$ cat config.mk
export PLATFORM = sky130hd
export DESIGN_NAME = clock_divide_flat
export DESIGN_NICKNAME = d
export VERILOG_FILES = /design/src/rtl/clock_divide_if.sv /design/src/rtl/clock_divide.sv /design/src/flat_wrapper.sv
export SDC_FILE = /design/constraint.sdc
export NUM_CORES = 1
export LEC_CHECK = 0
export ABC_AREA = 1
export CAP_MARGIN = 20
export CORE_MARGIN = 10
export CORE_UTILIZATION = 50
export CTS_CLUSTER_DIAMETER = 120
export CTS_CLUSTER_SIZE = 24
export DETAILED_ROUTE_END_ITERATION = 10
export GPL_TIMING_DRIVEN = 0
export HOLD_SLACK_MARGIN = 0.05
export PLACE_DENSITY = 0.78
export SYNTH_ARGS = -nofsm -noshare
export SYNTH_HDL_FRONTEND = slang
export SYNTH_SLANG_ARGS = --single-unit
export TNS_END_PERCENT = 20
$ cat constraint.sdc
create_clock -name base_clock -period 7.1 [get_ports base_clock]
set_clock_uncertainty 0.15 [all_clocks]
set_input_delay 0.71 -clock base_clock [delete_from_list [all_inputs] [get_ports base_clock]]
set_output_delay 0.71 -clock base_clock [all_outputs]
set_load 0.02 [all_outputs]
$ cat src/rtl/clock_divide_if.sv
`default_nettype none
// ============================================================================
// Module   : clock_divide_if
// Brief    : Control/status bundle between a requester and the clock divider.
// Revision : 1.0 - initial release
// ============================================================================
interface clock_divide_if #(
    parameter int DIV_WIDTH = 8
);
    logic                 enable;
    logic [DIV_WIDTH-1:0] divide_value;
    logic                 divide_load;
    logic                 divide_ack;
    logic                 divide_error;
    logic                 divided_freq;
    logic                 divided_tick;
    logic                 busy;

    modport master (
        output enable, divide_value, divide_load,
        input  divide_ack, divide_error, divided_freq, divided_tick, busy
    );

    modport slave (
        input  enable, divide_value, divide_load,
        output divide_ack, divide_error, divided_freq, divided_tick, busy
    );
endinterface
`default_nettype wire

$ cat src/rtl/clock_divide.sv
`default_nettype none
// ============================================================================
// Module   : clock_divide
// Brief    : Programmable integer clock divider with registered divided clock,
//            period-start tick and boundary-aligned runtime divisor reload.
// Revision : 1.0 - initial release
// ============================================================================
module clock_divide #(
    parameter int DIV_WIDTH   = 8,
    parameter int DEFAULT_DIV = 2
) (
    input  wire logic        base_clock,
    input  wire logic        reset_n,
    clock_divide_if.slave    bus
);
    typedef enum logic [1:0] {
        S_IDLE = 2'd0,
        S_RUN  = 2'd1,
        S_STOP = 2'd2
    } state_t;

    localparam logic [DIV_WIDTH-1:0] c_default_div = DIV_WIDTH'(DEFAULT_DIV);
    localparam logic [DIV_WIDTH-1:0] c_min_div     = DIV_WIDTH'(2);

    state_t               r_state;
    logic [DIV_WIDTH-1:0] r_cnt;
    logic [DIV_WIDTH-1:0] r_active_div;
    logic [DIV_WIDTH-1:0] r_pending_div;
    logic                 r_pending;
    logic                 r_freq;
    logic                 r_tick;
    logic                 r_ack;
    logic                 r_err;
    logic                 r_busy;

    logic                 w_wrap;
    logic [DIV_WIDTH-1:0] w_cnt_next;
    logic [DIV_WIDTH:0]   w_high_len;
    logic                 w_load_ok;
    logic                 w_load_bad;

    assign w_wrap     = (r_cnt == (r_active_div - 1'b1));
    assign w_cnt_next = w_wrap ? '0 : (r_cnt + 1'b1);
    // A wrap always lands on cnt 0, which is high for any divisor, so the
    // current divisor's high length is correct even when a reload applies.
    assign w_high_len = ({1'b0, r_active_div} + 1'b1) >> 1;
    assign w_load_ok  = bus.divide_load && (bus.divide_value >= c_min_div);
    assign w_load_bad = bus.divide_load && (bus.divide_value <  c_min_div);

    always_ff @(posedge base_clock or negedge reset_n) begin
        if (!reset_n) begin
            r_state       <= S_IDLE;
            r_cnt         <= '0;
            r_active_div  <= c_default_div;
            r_pending_div <= '0;
            r_pending     <= 1'b0;
            r_freq        <= 1'b0;
            r_tick        <= 1'b0;
            r_ack         <= 1'b0;
            r_err         <= 1'b0;
            r_busy        <= 1'b0;
        end else begin
            r_ack <= w_load_ok;
            r_err <= w_load_bad;

            case (r_state)
                S_IDLE: begin
                    if (r_pending) begin
                        r_active_div <= r_pending_div;
                        r_pending    <= 1'b0;
                    end
                    r_cnt <= '0;
                    if (bus.enable) begin
                        r_state <= S_RUN;
                        r_freq  <= 1'b1;
                        r_tick  <= 1'b1;
                        r_busy  <= 1'b1;
                    end else begin
                        r_freq  <= 1'b0;
                        r_tick  <= 1'b0;
                        r_busy  <= 1'b0;
                    end
                end

                S_RUN, S_STOP: begin
                    if (w_wrap && r_pending) begin
                        r_active_div <= r_pending_div;
                        r_pending    <= 1'b0;
                    end
                    // Enable low at the period end: never start a new period.
                    if (w_wrap && !bus.enable) begin
                        r_state <= S_IDLE;
                        r_cnt   <= '0;
                        r_freq  <= 1'b0;
                        r_tick  <= 1'b0;
                        r_busy  <= 1'b0;
                    end else begin
                        r_state <= bus.enable ? S_RUN : S_STOP;
                        r_cnt   <= w_cnt_next;
                        r_freq  <= ({1'b0, w_cnt_next} < w_high_len);
                        r_tick  <= w_wrap;
                        r_busy  <= 1'b1;
                    end
                end

                default: begin
                    r_state <= S_IDLE;
                    r_cnt   <= '0;
                    r_freq  <= 1'b0;
                    r_tick  <= 1'b0;
                    r_busy  <= 1'b0;
                end
            endcase

            // Placed last so a load on a wrap edge stays pending for the next wrap.
            if (w_load_ok) begin
                r_pending_div <= bus.divide_value;
                r_pending     <= 1'b1;
            end
        end
    end

    assign bus.divide_ack   = r_ack;
    assign bus.divide_error = r_err;
    assign bus.divided_freq = r_freq;
    assign bus.divided_tick = r_tick;
    assign bus.busy         = r_busy;

endmodule
`default_nettype wire
$ cat src/flat_wrapper.sv
// flat-port wrapper written by rule: the top's interface ports become plain ports
module clock_divide_flat 
#(
    parameter int DIV_WIDTH   = 8,
    parameter int DEFAULT_DIV = 2
)
  (base_clock, reset_n, bus_enable, bus_divide_value, bus_divide_load, bus_divide_ack, bus_divide_error, bus_divided_freq, bus_divided_tick, bus_busy);
  clock_divide_if #(.DIV_WIDTH(DIV_WIDTH)) bus_i ();
  input  wire logic base_clock;
  input  wire logic reset_n;
  input wire logic [$bits(bus_i.enable)-1:0] bus_enable;
  input wire logic [$bits(bus_i.divide_value)-1:0] bus_divide_value;
  input wire logic [$bits(bus_i.divide_load)-1:0] bus_divide_load;
  output wire logic [$bits(bus_i.divide_ack)-1:0] bus_divide_ack;
  output wire logic [$bits(bus_i.divide_error)-1:0] bus_divide_error;
  output wire logic [$bits(bus_i.divided_freq)-1:0] bus_divided_freq;
  output wire logic [$bits(bus_i.divided_tick)-1:0] bus_divided_tick;
  output wire logic [$bits(bus_i.busy)-1:0] bus_busy;
  assign bus_i.enable = bus_enable;
  assign bus_i.divide_value = bus_divide_value;
  assign bus_i.divide_load = bus_divide_load;
  assign bus_divide_ack = bus_i.divide_ack;
  assign bus_divide_error = bus_i.divide_error;
  assign bus_divided_freq = bus_i.divided_freq;
  assign bus_divided_tick = bus_i.divided_tick;
  assign bus_busy = bus_i.busy;
  clock_divide #(.DIV_WIDTH(DIV_WIDTH), .DEFAULT_DIV(DEFAULT_DIV)) u_core (.base_clock(base_clock), .reset_n(reset_n), .bus(bus_i));
endmodule
### Word-level counts from Yosys, hierarchy flattened

Index checks and enable logic that the tools add are counted.

| word-level totals | value |
|---|---|
| register bits | 32 |
| logic and storage cells | 54 |

| cells by class | value |
|---|---|
| add/subtract/negate cells | 3 |
| order comparisons | 3 |
| equality and inequality tests | 7 |
| mux-type cells | 20 |
| reduce and logical (&&, ||, !) cells | 11 |

Operators by type and width:

| kind | count |
|---|---|
| 8-bit 2-to-1 mux | 5 |
| 8-bit case mux with 2 select lines | 1 |
| 8-bit by 1-bit adder with 9-bit output, second input constant | 1 |
| 8-bit by 1-bit adder with 8-bit output, second input constant | 1 |
| 8-bit == test | 1 |
| 8-bit by 2-bit greater-or-equal comparator with 1-bit output, second input constant | 1 |
| 8-bit by 2-bit less-than comparator with 1-bit output, second input constant | 1 |
| 8-bit less-than comparator | 1 |
| 1-bit case mux with 2 select lines | 4 |
| 8-bit by 1-bit subtractor with 8-bit output, second input constant | 1 |
| 1-bit 2-to-1 mux | 6 |
| 2-bit 2-to-1 mux | 3 |
| 1-bit logical AND | 4 |
| 2-bit by 1-bit != test with 1-bit output, second input constant | 2 |
| 2-bit case mux with 2 select lines | 1 |
| 3-bit by 1-bit != test with 1-bit output, second input constant | 1 |
| 3-bit AND reduction | 1 |
| 3-bit nonzero test | 1 |
| 2-bit by 1-bit == test with 1-bit output, second input constant | 1 |
| 2-bit == test, second input constant | 1 |
| 2-bit zero test | 1 |
| 2-bit != test, second input constant | 1 |
| 2-bit AND reduction | 1 |
| 2-bit nonzero test | 1 |
| other kinds (2) | 2 |

### Depth between registers and ports, before layout

| depth | value |
|---|---|
| word-level depth | 6 |
| mapped depth | 20 |
| mapped depth without buffers | 20 |

### Least setup slack after synthesis

OpenSTA, ideal clock, no wires.

| timing path | value |
|---|---|
| path kind | register -> register |
| start | reg u_core.r_active_div[1] |
| end | reg u_core.r_freq, in the netlist u_core.bus.divided_freq |
| library setup time | 0.078 ns |
| arrival time | 2.392 ns |
| data required time | 6.872 ns |
| path slack | 4.480 ns |
| stages on the path, launching flop included | 21 |
| path buffers | 0 |
| path through | dfstp_2 inv_1 ha_1 nand2_1 inv_1 nor2_1 nand2_1 nor2_1 nand3_1 nor2_2 nand2_2 inv_1 nor2_1 ha_1 nand2_1 inv_1 nand3_1 nand4_1 inv_1 nand2_1 a21oi_1 |

| between the ends | value |
|---|---|
| cells in the longest elaborated chain, start to end | 6 |

Ends and longest elaborated chain:

| what | line | text |
|---|---|---|
| from (decl) | clock_divide.sv:27 | `logic [DIV_WIDTH-1:0] r_active_div;` |
| from (signal assigned) | clock_divide.sv:54 | `r_active_div <= c_default_div;` |
| from (signal assigned) | clock_divide.sv:69 | `r_active_div <= r_pending_div;` |
| from (signal assigned) | clock_divide.sv:87 | `r_active_div <= r_pending_div;` |
| 8-bit by 1-bit subtractor with 8-bit output | clock_divide.sv:42 | `assign w_wrap = (r_cnt == (r_active_div - 1'b1));` |
| 8-bit == test | clock_divide.sv:42 |  |
| 8-bit 2-to-1 mux | clock_divide.sv:43 | `assign w_cnt_next = w_wrap ? '0 : (r_cnt + 1'b1);` |
| 8-bit less-than comparator | clock_divide.sv:100 | `r_freq <= ({1'b0, w_cnt_next} < w_high_len);` |
| 1-bit 2-to-1 mux * | clock_divide.sv:91 | `if (w_wrap && !bus.enable) begin` |
| 1-bit case mux with 2 select lines * | clock_divide.sv:66 | `case (r_state)` |
| to (signal assigned) | clock_divide.sv:100 |  |
| to (decl) | clock_divide.sv:30 | `logic r_freq;` |

Mark *: on every way between the ends. The rest lies on a longest branch, timed or not.
A chain may end at the register's enable or synchronous reset.

### Worst setup path in the final report

Same ends and word-level chain as after synthesis.

==> impl_metrics.csv <==
group,metric,value,unit
drt,vias,1569,
clocking,ctsHtreeMaxLevel,2,
drt,ant_nets,0,
place,place_area,2170,sq um
final_layout,drive_gt1_frac,0.135,
clocking,cts_root_buf,"clkbuf_8",
sta,tightest_slew,0.680,ns
drt,initialDrtViolationCount,59,
sta,period_minus_slack,2.98,ns
critical_path,worstSetupPathType,"flop to flop",
clocking,clockBufferDepth,2,
die,ioPinCount,17,
run,cap_viol_max_count,0,
drt,wl,3.61,mm
clocking,ctsResizeCount,0,
clocking,holdBufCountCts,0,
place,port_buffers,16,
sta,post-route-period-util,0.419,
sta,report.final.slew_viol_count,0,
clocking,clk_latency,0.29,ns
sta,hold_viol,0,
critical_path,cp.arrival,3.04,ns
power,p_per_area,417,nW/um^2
final_layout,antenna_cells,0,
status,status,"finished clean",
grt,grt_pass1_vias,1617,
clocking,postCtsSetupBuffers,0,
hold_path,hp-class,"primary input to async pin",
final_layout,nets,297,
logic_synthesis,syn_nets,274,
final_layout,area_delta_synth_final,16.0,%
grt,grt_max_degree,33,
drt,drcViolationCount,0,
grt,antenna_found_initial,0,
power,irDropWorstVdd,217,uV
clocking,clock_sinks,32,
critical_path,cp.required,7.16,ns
logic_synthesis,synth_cell_types,31,
clocking,cts.clk_slew.worst_paths,0.07,ns
place,place_congestion,0.800,
final_layout,layout_common_cells,"61 x nand2_1, 33 x nor2_1, 31 x dfrtp_1, 30 x inv_1, 15 x clkdlybuf4s50_1",
grt,grt_usage,0.128,
grt,grt_overflow,0,
sta,slew_headroom,0.547,
clocking,cts_tree,"yes",
logic_synthesis,postSynthCellCount,250,
sta,rsz0062_at_grt,"false",
drt,viasPerCell,4.87,
clocking,numCtsBuffers,5,
logic_synthesis,ys_ff_latch,32,
critical_path,critical_path.startpoint_type,"flop",
sta,timing.fmax,336,MHz
die,num_rows,22,
die,fp.dieArea,6820,sq um
final_layout,fin_area,2270,sq um
die,die_x,82.6,microns
logic_synthesis,synth_area_per_cell,7.84,sq um
die,core_area,3720,sq um
final_layout,layout_commonest_cell,"nand2_1",
sta,setup_viol,0,
drt,post_drt_wl_per_cell,11.2,microns
critical_path,cp-end-kind,"flop",
logic_synthesis,yosys_warnings,0,
grt,grt_pass1_wl,6.73,mm
place,dpl.hpwl,2.90,mm
critical_path,critPathMaxFanout,7,
logic_synthesis,synth-seq-area-share,0.409,
die,start_util,0.527,
power,power.leakage,1.13,nW
logic_synthesis,syn_area,1960,sq um
sta,tns,0,ns
drt,firstDrtPassIters,4,
die,dieHeight,82.6,microns
[worst max-delay path, stage by stage, from the launching register on]
cell and delay [ns]:
dfstp_2 0.56, inv_1 0.10, ha_1 0.33, nand2_1 0.07
inv_1 0.04, nor2_1 0.07, nand2_1 0.06, nor2_1 0.13
nand3_1 0.09, nor2_2 0.11, nand2_2 0.10, inv_1 0.19
nor2_1 0.07, ha_1 0.31, nand2_1 0.08, inv_1 0.06
nand3_1 0.07, nand4_1 0.08, inv_1 0.06, nand2_1 0.05
a21oi_1 0.12
[metal layers]
| metal | share of wire | up-vias | global-route usage |
|---|---|---|---|
| met5 | 0 | - | 0 |
| met4 | 0.022 | 0 | 0.0602 |
| met3 | 0.045 | 6 | 0.0410 |
| met2 | 0.46 | 24 | 0.215 |
| met1 | 0.47 | 708 | 0.144 |
| li1 | - | 831 | - |
[cells in the mapped netlist]
master	count	area [sq um]
o211ai_1	1	7.51
inv_2	4	15.0
nand3_1	14	70.1
nand3_2	1	10.0
dfstp_2	1	26.3
a21oi_1	5	25.0
o21ai_0	10	50.1
o21ai_2	2	17.5
ha_1	12	150
or2_4	1	8.76
nor3_1	3	15.0
dfrtp_1	31	776
nand2_2	4	25.0
nand4_1	3	18.8
inv_1	30	113
nor2_4	2	22.5
mux2_4	1	15.0
buf_6	2	22.5
nor2_2	3	18.8
xnor2_1	5	43.8
nand2b_1	1	6.26
nor2_1	33	124
a21oi_2	5	43.8
xor2_1	7	61.3
clkinv_1	1	3.75
o21ai_1	2	10.0
nor4_1	2	12.5
nand3b_1	1	7.51
or2_2	1	6.26
buf_2	1	5.00
nand2_1	61	229
[flip-flops by register name, summed over array words and instances (netlist names)]
signal                   count
u_core.bus.divided_tick      1
u_core.bus.divided_freq      1
u_core.r_cnt                 8
u_core.r_pending             1
u_core.r_state               2
u_core.bus.divide_error      1
u_core.r_active_div          8
u_core.bus.busy              1
u_core.r_pending_div         8
u_core.bus.divide_ack        1
[cell families after synthesis]
family          synth area share
flops                      0.409
mux                      0.00766
buf+inv                   0.0811
xor+xnor                  0.0536
compound gates            0.0785
fa+ha+maj                 0.0766
simple gates               0.293
[final cells by class]
class / count / area (sq um)
Fill cell: 340 / 1440
Multi-Input combinational cell: 180 / 998
Sequential cell: 32 / 802
Timing Repair Buffer: 16 / 155
Inverter: 35 / 131
Clock buffer: 6 / 82.6
Tap cell: 48 / 60.1
Buffer: 3 / 27.5
Clock inverter: 2 / 15.0
[metrics by stage]
step	worst slack (ns)	utilization	hold WS, ns	instances	power [mW]
2_1_floorplan	4.48	-	0.264	250	0.692
3_3_place_gp	4.21	0.587	0.315	314	0.786
3_5_place_dp	4.14	0.585	0.330	314	0.803
4_1_cts	4.11	0.611	0.325	322	0.955
5_1_grt	3.78	0.611	0.360	322	1.05
6_report	4.12	0.611	0.300	322	0.947
[path summary, 6_finish.rpt]
path | startpoint | end | slack [ns] | cells after the start
hold reg to reg | u_core.r_pending_div[2]$_DFFE_PN0P_ | u_core.r_pending_div[2]$_DFFE_PN0P_ | 0.35 | 2
setup / recovery | u_core.r_active_div[1]$_DFFE_PN1P_ | u_core.bus.divided_freq$_DFF_PN0_ | 4.12 | 20
min in group base_clock | u_core.r_pending_div[2]$_DFFE_PN0P_ | u_core.r_pending_div[2]$_DFFE_PN0P_ | 0.35 | 2
hold / removal | reset_n | u_core.r_cnt[0]$_DFF_PN0_ | 0.30 | 1
max in group asynchronous | reset_n | u_core.bus.busy$_DFF_PN0_ | 6.06 | 1
setup reg to reg | u_core.r_active_div[1]$_DFFE_PN1P_ | u_core.bus.divided_freq$_DFF_PN0_ | 4.12 | 20
[report_power, final]
| part | total [mW] | switching [mW] | internal [mW] |
|---|---|---|---|
| Sequential | 0.283 | 0.0459 | 0.237 |
| Clock | 0.150 | 0.0718 | 0.0784 |
| Combinational | 0.514 | 0.304 | 0.209 |
| Total | 0.947 | 0.422 | 0.525 |
(Power assumes the default switching activity.)
